**src/rtl/wptr_level_sync.sv**
```systemverilog
// -----------------------------------------------------------------------------
// wptr_level_sync
//
// Write-domain receiver for the asynchronous FIFO read pointer. The read side
// launches its pointer in Gray code. This block:
//   - synchronizes that pointer into wclk through a plain flop chain,
//   - decodes the synchronized pointer and the local write pointer to binary,
//   - registers the fill level, the free-space count, an almost-full flag with
//     hysteresis, and a sticky overflow flag.
//
// Because the read pointer seen here is always somewhat stale, wlevel can be
// higher than the true occupancy but never lower.
//
// Parameters
//   ADDRSIZE     FIFO address width. DEPTH = 2**ADDRSIZE. Pointers are
//                ADDRSIZE+1 bits wide; the MSB is the lap bit.
//   SYNC_STAGES  Number of flops in the rptr synchronizer (2..4).
//   AFULL_SET    Level at or above which wafull asserts.
//   AFULL_CLR    Level at or below which wafull deasserts
//                (AFULL_CLR < AFULL_SET <= DEPTH).
//
// Ports
//   wclk       in   write-domain clock
//   wrst       in   asynchronous active-high reset
//   rptr_gray  in   read pointer, Gray code, from rclk flops (sampled raw)
//   wptr_gray  in   write pointer, Gray code, wclk-domain register
//   wpush      in   write request this cycle
//   wfull      in   registered full flag
//   wovf_clr   in   clears wovf (a simultaneous overflow wins)
//   rptr_wclk  out  synchronized read pointer, Gray (last sync stage)
//   rbin_wclk  out  synchronized read pointer, binary
//   wlevel     out  entries occupied, 0..DEPTH
//   wfree      out  DEPTH - wlevel
//   wafull     out  almost-full with hysteresis
//   wovf       out  sticky: push attempted while full
//   wlvl_err   out  (only with WPTR_LEVEL_CHECK_EN) sticky flag, set when the
//                   computed level exceeds DEPTH; cleared only by wrst
//
// Optional feature macro: WPTR_LEVEL_CHECK_EN
//   When defined, the wlvl_err port is added and an out-of-range level is
//   saturated to DEPTH (wfree to 0). When undefined, the level is the raw
//   modular pointer difference.
// -----------------------------------------------------------------------------
module wptr_level_sync #(
    parameter int ADDRSIZE    = 4,
    parameter int SYNC_STAGES = 2,
    parameter int AFULL_SET   = 12,
    parameter int AFULL_CLR   = 8
) (
    input  logic                wclk,
    input  logic                wrst,
    input  logic [ADDRSIZE:0]   rptr_gray,
    input  logic [ADDRSIZE:0]   wptr_gray,
    input  logic                wpush,
    input  logic                wfull,
    input  logic                wovf_clr,
    output logic [ADDRSIZE:0]   rptr_wclk,
    output logic [ADDRSIZE:0]   rbin_wclk,
    output logic [ADDRSIZE:0]   wlevel,
    output logic [ADDRSIZE:0]   wfree,
    output logic                wafull,
`ifdef WPTR_LEVEL_CHECK_EN
    output logic                wovf,
    output logic                wlvl_err
`else
    output logic                wovf
`endif
);

    localparam int PW = ADDRSIZE + 1;

    // DEPTH expressed in pointer width: lap bit set, address bits clear.
    localparam logic [PW-1:0] DEPTH_V = {1'b1, {ADDRSIZE{1'b0}}};
    localparam logic [PW-1:0] SET_V   = PW'(AFULL_SET);
    localparam logic [PW-1:0] CLR_V   = PW'(AFULL_CLR);

    // -------------------------------------------------------------------------
    // Read-pointer synchronizer. Pure flop chain: the Gray pointer is sampled
    // raw so that at most one bit can be in transition at the first stage.
    // -------------------------------------------------------------------------
    logic [SYNC_STAGES-1:0][PW-1:0] sync_reg;

    always_ff @(posedge wclk or posedge wrst) begin
        if (wrst) begin
            sync_reg <= '0;
        end else begin
            sync_reg[0] <= rptr_gray;
            for (int i = 1; i < SYNC_STAGES; i++) begin
                sync_reg[i] <= sync_reg[i-1];
            end
        end
    end

    assign rptr_wclk = sync_reg[SYNC_STAGES-1];

    // -------------------------------------------------------------------------
    // Gray-to-binary decode. Each binary bit is the XOR of the Gray bits at
    // and above it, which is the closed form of b[i] = b[i+1] ^ g[i] and
    // avoids a self-referencing vector.
    // -------------------------------------------------------------------------
    logic [PW-1:0] rbin_dec;
    logic [PW-1:0] wbin_dec;

    genvar gi;
    generate
        for (gi = 0; gi < PW; gi++) begin : g_decode
            assign rbin_dec[gi] = ^rptr_wclk[PW-1:gi];
            assign wbin_dec[gi] = ^wptr_gray[PW-1:gi];
        end
    endgenerate

    // -------------------------------------------------------------------------
    // Level / free / almost-full / overflow next-state logic
    // -------------------------------------------------------------------------
    logic [PW-1:0] level_raw;
    logic [PW-1:0] level_next;
    logic [PW-1:0] free_next;
    logic          afull_next;
    logic          ovf_next;
    logic          err_hit;

    // Modular subtraction: the lap bit makes this correct across wrap.
    assign level_raw = wbin_dec - rbin_dec;

    always_comb begin
        level_next = level_raw;
        err_hit    = 1'b0;
`ifdef WPTR_LEVEL_CHECK_EN
        // A level beyond DEPTH cannot come from a legal Gray crossing; clamp
        // so downstream throttling sees "completely full" instead of garbage.
        if (level_raw > DEPTH_V) begin
            level_next = DEPTH_V;
            err_hit    = 1'b1;
        end
`endif
        free_next = DEPTH_V - level_next;
    end

    // Hysteresis evaluated on the level being registered this edge.
    logic afull_reg;

    always_comb begin
        afull_next = afull_reg;
        if (level_next >= SET_V) begin
            afull_next = 1'b1;
        end else if (level_next <= CLR_V) begin
            afull_next = 1'b0;
        end
    end

    // Set has priority over clear so a clear pulse never hides a new overflow.
    logic ovf_reg;

    always_comb begin
        ovf_next = ovf_reg;
        if (wpush && wfull) begin
            ovf_next = 1'b1;
        end else if (wovf_clr) begin
            ovf_next = 1'b0;
        end
    end

    // -------------------------------------------------------------------------
    // Output registers
    // -------------------------------------------------------------------------
    logic [PW-1:0] rbin_reg;
    logic [PW-1:0] level_reg;
    logic [PW-1:0] free_reg;

    always_ff @(posedge wclk or posedge wrst) begin
        if (wrst) begin
            rbin_reg  <= '0;
            level_reg <= '0;
            free_reg  <= DEPTH_V;
            afull_reg <= 1'b0;
            ovf_reg   <= 1'b0;
        end else begin
            rbin_reg  <= rbin_dec;
            level_reg <= level_next;
            free_reg  <= free_next;
            afull_reg <= afull_next;
            ovf_reg   <= ovf_next;
        end
    end

    assign rbin_wclk = rbin_reg;
    assign wlevel    = level_reg;
    assign wfree     = free_reg;
    assign wafull    = afull_reg;
    assign wovf      = ovf_reg;

`ifdef WPTR_LEVEL_CHECK_EN
    logic err_reg;

    always_ff @(posedge wclk or posedge wrst) begin
        if (wrst) begin
            err_reg <= 1'b0;
        end else if (err_hit) begin
            err_reg <= 1'b1;
        end
    end

    assign wlvl_err = err_reg;
`else
    // Without the checker the out-of-range indication has no consumer.
    logic unused_err;
    assign unused_err = err_hit;
`endif

endmodule

```
**config.mk**
```make
export PLATFORM = sky130hd
export DESIGN_NAME = wptr_level_sync
export DESIGN_NICKNAME = d
export VERILOG_FILES = /design/src/rtl/wptr_level_sync.sv
export SDC_FILE = /design/constraint.sdc
export NUM_CORES = 1
export LEC_CHECK = 0
export CORE_ASPECT_RATIO = 1.75
export CORE_MARGIN = 2
export CORE_UTILIZATION = 43
export CTS_CLUSTER_SIZE = 10
export DETAILED_ROUTE_END_ITERATION = 8
export HOLD_SLACK_MARGIN = 0.15
export PLACE_DENSITY = 0.76
export SYNTH_ARGS = -nofsm -noshare
export SYNTH_HDL_FRONTEND = slang
export SYNTH_SLANG_ARGS = --single-unit
```
**constraint.sdc**
```tcl
create_clock -name wclk -period 3.2 [get_ports wclk]
set_input_delay 0.8 -clock wclk [delete_from_list [all_inputs] [get_ports wclk]]
set_output_delay 0.8 -clock wclk [all_outputs]
set_load 0.01 [all_outputs]
```
# After elaboration in Yosys (flattened, before gate mapping)
# Index checks and enable logic that the tools add are counted.
# W data, S select, Z words.
[totals]
register_bits = 27
inputBits = 15
out_inout_bits = 22
word_cells = 26
[classes]
addsub = 2
magnitude_cmp = 2
mux = 4
reduce_logical = 11
[ops]
columns = ["cell", "n"]
rows = [
  ["$reduce_xor A5 Y1", 2],
  ["$reduce_xor A4 Y1", 2],
  ["$reduce_xor A3 Y1", 2],
  ["$ge A5 B4 Y1 const B", 1],
  ["$le A5 B4 Y1 const B", 1],
  ["$sub A5 B5 Y5", 1],
  ["$sub A5 B5 Y5 const A", 1],
  ["$mux W1", 4],
  ["$reduce_bool A2 Y1", 2],
  ["$reduce_xor A2 Y1", 2],
  ["$logic_and A1 B1 Y1", 1],
]

# Logic depth before layout (Yosys ltp)
# Gate-level depths: netlist of the first run.
[depth]
word_depth = 5
ltp_mapped = 13
ltp_nobuf = 13

# Least setup slack after synthesis of the first run
# OpenSTA, ideal clock, no wires.
[synth_timing]
kind = "input to register"
from = "in wptr_gray[4]"
to = "reg free_reg[4] (netlist: wfree[4])"
setup_ps = 75
t_arrival_ps = 2953
required_time_ps = 3125
path_slack_ps = 172
stages = 12
path_buffers = 0
cell_sequence = "xor2_2 -> xor2_2 -> xor2_2 -> xnor2_1 -> ha_1 -> inv_1 -> fa_1 -> inv_1 -> ha_1 -> nor3b_1 -> mux2i_1 -> xnor2_1"
[synth_between]
elab_chain_len = 3
word_cells_on_any_way = 6
classes_between = "2 x add/sub; 4 x reduce/logical"
[synth_rtl]
columns = ["item", "line_no", "text"]
rows = [
  ["from (decl)", "53", "input logic [ADDRSIZE:0] wptr_gray,"],
  ["$reduce_xor A5 Y1 or $reduce_xor A4 Y1 (tied branches)", "108", "assign wbin_dec[gi] = ^wptr_gray[PW-1:gi];"],
  ["$sub A5 B5 Y5 (*)", "123", "assign level_raw = wbin_dec - rbin_dec;"],
  ["net level_next[1]", "116", "logic [PW-1:0] level_next;"],
  ["$sub A5 B5 Y5 (*)", "136", "free_next = DEPTH_V - level_next;"],
  ["net free_next[4]", "117", "logic [PW-1:0] free_next;"],
  ["to (signal assigned)", "180", "free_reg <= free_next;"],
  ["to (decl)", "168", "logic [PW-1:0] free_reg;"],
]
# Mark *: on every way through the listed nets, which the timed path passes. The rest lies on a longest branch.
# A chain may end at the register's enable or synchronous reset.

# Worst setup path after layout of the first run
# Same ends and word-level chain as after synthesis.

==> results of run 1 <==
## metal layers
| metal | vias up | track usage (%) | part of all wire, % |
|---|---|---|---|
| met5 | - | 0 | 0 |
| met4 | 0 | 9.677 | 3.8 |
| met3 | 5 | 2.604 | 5.8 |
| met2 | 32 | 26.04 | 58 |
| met1 | 304 | 11.09 | 32 |
| li1 | 310 | - | - |
## power breakdown
part / internal [mW] / switching, mW
clock: 0.110 / 0.0970
combinational: 0.314 / 0.227
sequential: 0.415 / 0.0241
## what timing repair did
| action | 4_1_cts | 5_1_grt |
|---|---|---|
| gates resized for setup | 3 | 10 |
| endpoints found under the setup margin | 3 | 1 |
| setup buffers | 1 | 0 |
| hold buffers | 0 | 0 |
| pin swaps | 5 | 7 |
## logic make-up after synthesis
| group | count (synthesis) | share of synthesized area (%) |
|---|---|---|
| AOI/OAI and AO/OA | 6 | 3.529 |
| xor gates and xnor gates | 15 | 15.88 |
| adders and majority gates | 6 | 7.765 |
| buffers and inverters | 14 | 7.059 |
| DFF | 26 | 61.29 |
| muxes | 1 | 0.9412 |
| and+or+nand+nor | 8 | 3.530 |
## synth_stat cells (all sizes together)
master	instances
a21o	3
xor2	7
nor3b	1
nand3b	1
nand2	4
dfrtp	25
ha	5
a21oi	2
o21ai	1
dfstp	1
xnor2	8
nor2	2
mux2i	1
buf	6
fa	1
inv	8
## metrics by stage
stage	TNS [ns]	area [µm²]
6_report	0	1553
4_1_cts	0	1533
3_5_place_dp	-1.843	1470
2_1_floorplan	0	1064
5_1_grt	0	1553
3_3_place_gp	-1.236	1470
## worst paths after layout
kind	slack [ns]	cells after the start	end	from
worst max-delay path	0.24	13	wfree[4]	wptr_gray[4]
worst min-delay path	0.35	0	rptr_wclk[0]	sync_reg[0]
worst max register to register	0.29	12	wfree[4]	rptr_wclk[4]
worst min register to register	0.35	0	rptr_wclk[0]	sync_reg[0]
max in group asynchronous	1.62	2	wlevel[2]	wrst
min in group asynchronous	1.02	2	rptr_wclk[0]	wrst
## cell type report
| class | count | area, µm² | area share (%) |
|---|---|---|---|
| clock buffers | 4 | 55.05 | 3.546 |
| inverters | 8 | 30.03 | 1.934 |
| multi-input cells | 36 | 364.1 | 23.45 |
| flip-flops and latches | 26 | 651.9 | 41.98 |
| well taps | 25 | 31.28 | 2.015 |
| repair buffers | 45 | 420.4 | 27.07 |
==> flow_metrics.py, run 1 <==
metrics = {
    "run_status": {
        "status": "completed",
    },
    "floorplanning": {
        "initial_core_util_pct": 45.63,
        "core_area_um2": 2331,
        "dieHeight_um": 69.79,
        "die_w_um": 41.60,
        "core.rowCount": 23,
        "dieArea_um2": 2903,
        "io_pins": 37,
    },
    "setup_path": {
        "crit_type": "primary input to flip-flop",
        "slowest_stage": "fa_1",
        "cp-end-kind": "flip-flop",
        "worstSetupStartpointType": "primary input",
        "arrival_ns": 3.16,
        "critPathMaxStageDelay_ns": 0.53,
        "cpMostUsedCell": "xor2_2",
        "path_delay_family": "XOR/XNOR gates",
        "critical_path_buf_inv_count": 3,
        "crit_required_ns": 3.40,
        "critPathMaxFanout": 3,
        "crit_chain": "clkbuf_2, xor2_2, xor2_2, xor2_2, xnor2_1, ha_2, inv_1, fa_1, inv_2, ha_4, nor3b_2, mux2i_1, xnor2_1",
    },
    "global_route": {
        "grt_util_all_layers_pct": 13.45,
        "grt_overflow": 0,
        "grt_pass1_wl_mm": 2.870,
        "grt_max_degree": 27,
        "antenna_found_initial": 0,
        "grt_pass1_vias": 706,
    },
    "route": {
        "totalWireLength_mm": 1.647,
        "num_vias": 651,
        "vias_per_cell": 4.521,
        "route.detailed.drc": 0,
        "dr.pass1.iters": 3,
        "wl_per_cell_um": 11.44,
        "drtAntennaViolNets": 0,
        "drt-initial-drc-count": 5,
    },
    "synth": {
        "synth.avg_cell_area_um2": 13.99,
        "yosys_warnings": 0,
        "synth_nets": 97,
        "ys_seq_elements": 26,
        "ys_types": 18,
        "yosys-top-cells-area": "dfrtp_1 (59%), xor2_2 (6.1%), ha_1 (5.9%)",
        "synth_cells": 76,
        "synth_top_cell_by_area": "dfrtp_1",
        "synth_top_area_share_pct": 58.82,
        "seq_area_frac_synth_pct": 61.29,
        "netlist_area_um2": 1064,
    },
    "timing": {
        "min_period_over_period_pct": 92.56,
        "fin_worst_skew_ns": 0.002231,
        "grt_setup_unrepaired": "false",
        "fmaxAchievable_mhz": 337.6,
        "worst_slew_pin_slew_ns": 0.9139,
        "finalSetupViolations": 0,
        "drv_slew": 0,
        "whs_ns": 0.3543,
        "slew_headroom_pct": 39.00,
        "hold_violations": 0,
        "fin_ws_ns": 0.2381,
        "min_period_ns": 2.962,
    },
    "cts": {
        "cts_tree": "done",
        "cts-htree-levels": 1,
        "worst_skew_pair.late_latency_ns": 0.27,
        "clock_sinks": 26,
        "clk_path_buf_depth": 2,
        "clk_pin_slew_ns": 0.08,
        "cts-root-buf": "clkbuf_8",
        "cts_made_buffers": 3,
    },
    "finish": {
        "layout.cells.most_common": "clkdlybuf4s50_1",
        "final_net_count": 141,
        "drive_above_1_share_pct": 21.85,
        "syn_to_final_growth_pct": 46.00,
        "nFillCells": 179,
        "finalNonFillerCells": 144,
        "layout_common_cells": "clkdlybuf4s50_1 (33), dfrtp_1 (25), buf_4 (9), inv_1 (7), xnor2_1 (7)",
        "fin_util_pct": 66.61,
        "diodes": 0,
    },
    "power_and_ir_drop": {
        "max-vdd-ir-drop_mv": 0.3394,
        "design_power_total_mw": 1.188,
        "power.leakage_nw": 0.7086,
        "pwr_density_cell_nw_per_um2": 764.9,
    },
    "flow_run": {
        "maxCapViolations": 0,
    },
    "worst_hold_path": {
        "hold_class": "flip-flop to flip-flop",
    },
    "placement": {
        "pre_cts_ws_ns": -0.4952,
        "hpwl_mm": 1.335,
        "place.gp.congestion": 0.7334,
        "port_buffers": 36,
        "dpl.cell_count": 139,
    },
}
(Power assumes the default switching activity.)
==> run 2: changes to the inputs <==
--- a/config.mk
+++ b/config.mk
@@ -11,6 +11,7 @@
 export CTS_CLUSTER_SIZE = 10
 export DETAILED_ROUTE_END_ITERATION = 8
 export HOLD_SLACK_MARGIN = 0.15
+export MAX_ROUTING_LAYER = met4
 export PLACE_DENSITY = 0.76
 export SYNTH_ARGS = -nofsm -noshare
 export SYNTH_HDL_FRONTEND = slang
==> run 2 against run 1 <==
Net effect:
- worst hold slack did not move
- first-iteration DRC count rose by 40%
- critical path type unchanged
- clock power barely moved
- power barely moved
- utilization did not move
- routed wire length did not move
- final cell count did not move
- final area did not move
- sequential cell count did not move
- setup slack barely moved
- clock-buffer cell count did not move
- sequential power barely moved
==> flow_metrics.py, run 2 (synthesis gave the netlist of run 1 again) <==
metrics = {
    "placement": {
        "port_buffers": 36,
        "place.gp.congestion": 0.7423,
        "hpwl_mm": 1.335,
        "dpl.cell_count": 139,
    },
    "cts": {
        "cts_hold_buffers": 0,
        "cts_made_buffers": 3,
        "clk_pin_slew_ns": 0.08,
        "clk_path_buf_depth": 2,
        "cts-root-buf": "clkbuf_8",
        "worst_skew_pair.late_latency_ns": 0.27,
        "cts-htree-levels": 1,
        "clock_sinks": 26,
        "cts_tree": "done",
    },
    "setup_path": {
        "critical_path_buf_inv_count": 3,
        "crit_chain": "clkbuf_2, xor2_2, xor2_2, xor2_2, xnor2_1, ha_2, inv_1, fa_1, inv_2, ha_4, nor3b_2, mux2i_1, xnor2_1",
        "ff2ff_setup_slack_ns": 0.29,
        "cpMostUsedCell": "xor2_2",
        "slowest_stage": "fa_1",
        "path_delay_family": "XOR/XNOR gates",
        "crit_type": "primary input to flip-flop",
        "critPathMaxFanout": 3,
        "critPathMaxStageDelay_ns": 0.53,
        "worstSetupStartpointType": "primary input",
        "crit_required_ns": 3.40,
        "arrival_ns": 3.16,
        "cp-end-kind": "flip-flop",
    },
    "floorplanning": {
        "die_w_um": 41.60,
        "core_area_um2": 2331,
        "dieHeight_um": 69.79,
        "dieArea_um2": 2903,
        "core.rowCount": 23,
        "initial_core_util_pct": 45.63,
        "io_pins": 37,
    },
    "route": {
        "wl_per_cell_um": 11.44,
        "route.detailed.drc": 0,
        "num_vias": 651,
        "vias_per_cell": 4.521,
        "totalWireLength_mm": 1.647,
        "drt-initial-drc-count": 7,
        "dr.pass1.iters": 3,
        "drtAntennaViolNets": 0,
    },
    "finish": {
        "syn_to_final_growth_pct": 46.00,
        "finalNonFillerCells": 144,
        "final_net_count": 141,
        "nFillCells": 179,
        "fin_util_pct": 66.61,
        "layout.cells.most_common": "clkdlybuf4s50_1",
        "layout_common_cells": "clkdlybuf4s50_1 (33), dfrtp_1 (25), buf_4 (9), inv_1 (7), xnor2_1 (7)",
        "diodes": 0,
        "drive_above_1_share_pct": 21.85,
    },
    "timing": {
        "min_period_ns": 2.962,
        "drv_slew": 0,
        "grt_setup_unrepaired": "false",
        "fmaxAchievable_mhz": 337.6,
        "fin_worst_skew_ns": 0.002218,
        "slew_headroom_pct": 39.00,
        "min_period_over_period_pct": 92.56,
        "worst_slew_pin_slew_ns": 0.9140,
        "tns_ns": 0,
        "hold_violations": 0,
        "finalSetupViolations": 0,
    },
    "worst_hold_path": {
        "hold_class": "flip-flop to flip-flop",
    },
    "power_and_ir_drop": {
        "pwr_density_cell_nw_per_um2": 764.9,
        "power.leakage_nw": 0.7086,
        "max-vdd-ir-drop_mv": 0.3394,
    },
    "global_route": {
        "grt_pass1_vias": 706,
        "grt_overflow": 0,
        "grt_pass1_wl_mm": 2.877,
        "grt_util_all_layers_pct": 13.82,
        "grt_max_degree": 27,
        "antenna_found_initial": 0,
    },
    "run_status": {
        "status": "completed",
    },
    "flow_run": {
        "maxCapViolations": 0,
    },
}
[run 2: worst paths after layout]
kind	startpoint	end	cells past startpoint
max in group asynchronous	wrst	wlevel[2]	2
worst max-delay path	wptr_gray[4]	wfree[4]	13
worst max register to register	rptr_wclk[4]	wfree[4]	12
min in group asynchronous	wrst	rptr_wclk[0]	2
worst min-delay path	sync_reg[0]	rptr_wclk[0]	0
worst min register to register	sync_reg[0]	rptr_wclk[0]	0
[run 2: report_power, final]
group / leakage (nW) / switching (mW) / internal [mW]
combinational: 0.379 / 0.227 / 0.314
sequential: 0.301 / 0.0241 / 0.415
clock: 0.0288 / 0.0970 / 0.110
total: 0.709 / 0.348 / 0.839
[run 2: per-layer routing]
layer	part of all wire, %	vias to the layer above	global-route usage, %
met5	0	-	-
met4	3.8	0	9.677
met3	6.0	5	2.604
met2	58	32	26.04
met1	32	304	11.09
li1	-	310	-
[run 2: what timing repair did]
action	in CTS	in global routing
endpoints found under the hold margin	0	0
pin swaps	5	7
endpoints found under the setup margin	3	1
setup buffers	1	0
resized for setup	3	10
[run 2: layout make-up]
type	count	area, µm²	share of cell area, %
Clock buffer	4	55.05	3.546
Sequential cell	26	651.9	41.98
Timing Repair Buffer	45	420.4	27.07
Inverter	8	30.03	1.934
Tap cell	25	31.28	2.015
Multi-Input combinational cell	36	364.1	23.45
[run 2: metrics by stage]
| step | hold WS (ns) | power, mW | area (µm²) | worst slack, ns |
|---|---|---|---|---|
| 5_1_grt | 0.3628 | 1.270 | 1553 | 0.03733 |
| 3_5_place_dp | 0.3373 | 0.9667 | 1470 | -0.4952 |
| 2_1_floorplan | 0.3312 | 0.7033 | 1064 | 0.1716 |
| 3_3_place_gp | 0.3334 | 0.9399 | 1470 | -0.3752 |
| 6_report | 0.3543 | 1.188 | 1553 | 0.2381 |
| 4_1_cts | 0.3576 | 1.181 | 1533 | 0.01040 |
[run 2: worst reg2reg max path: stages, from the launching register on]
cell	delay [ns]
dfrtp_1	0.45
xor2_2	0.30
xnor2_2	0.18
xor2_1	0.23
xnor2_1	0.19
ha_2	0.23
inv_1	0.05
fa_1	0.53
inv_2	0.06
ha_4	0.16
nor3b_2	0.14
mux2i_1	0.19
xnor2_1	0.15
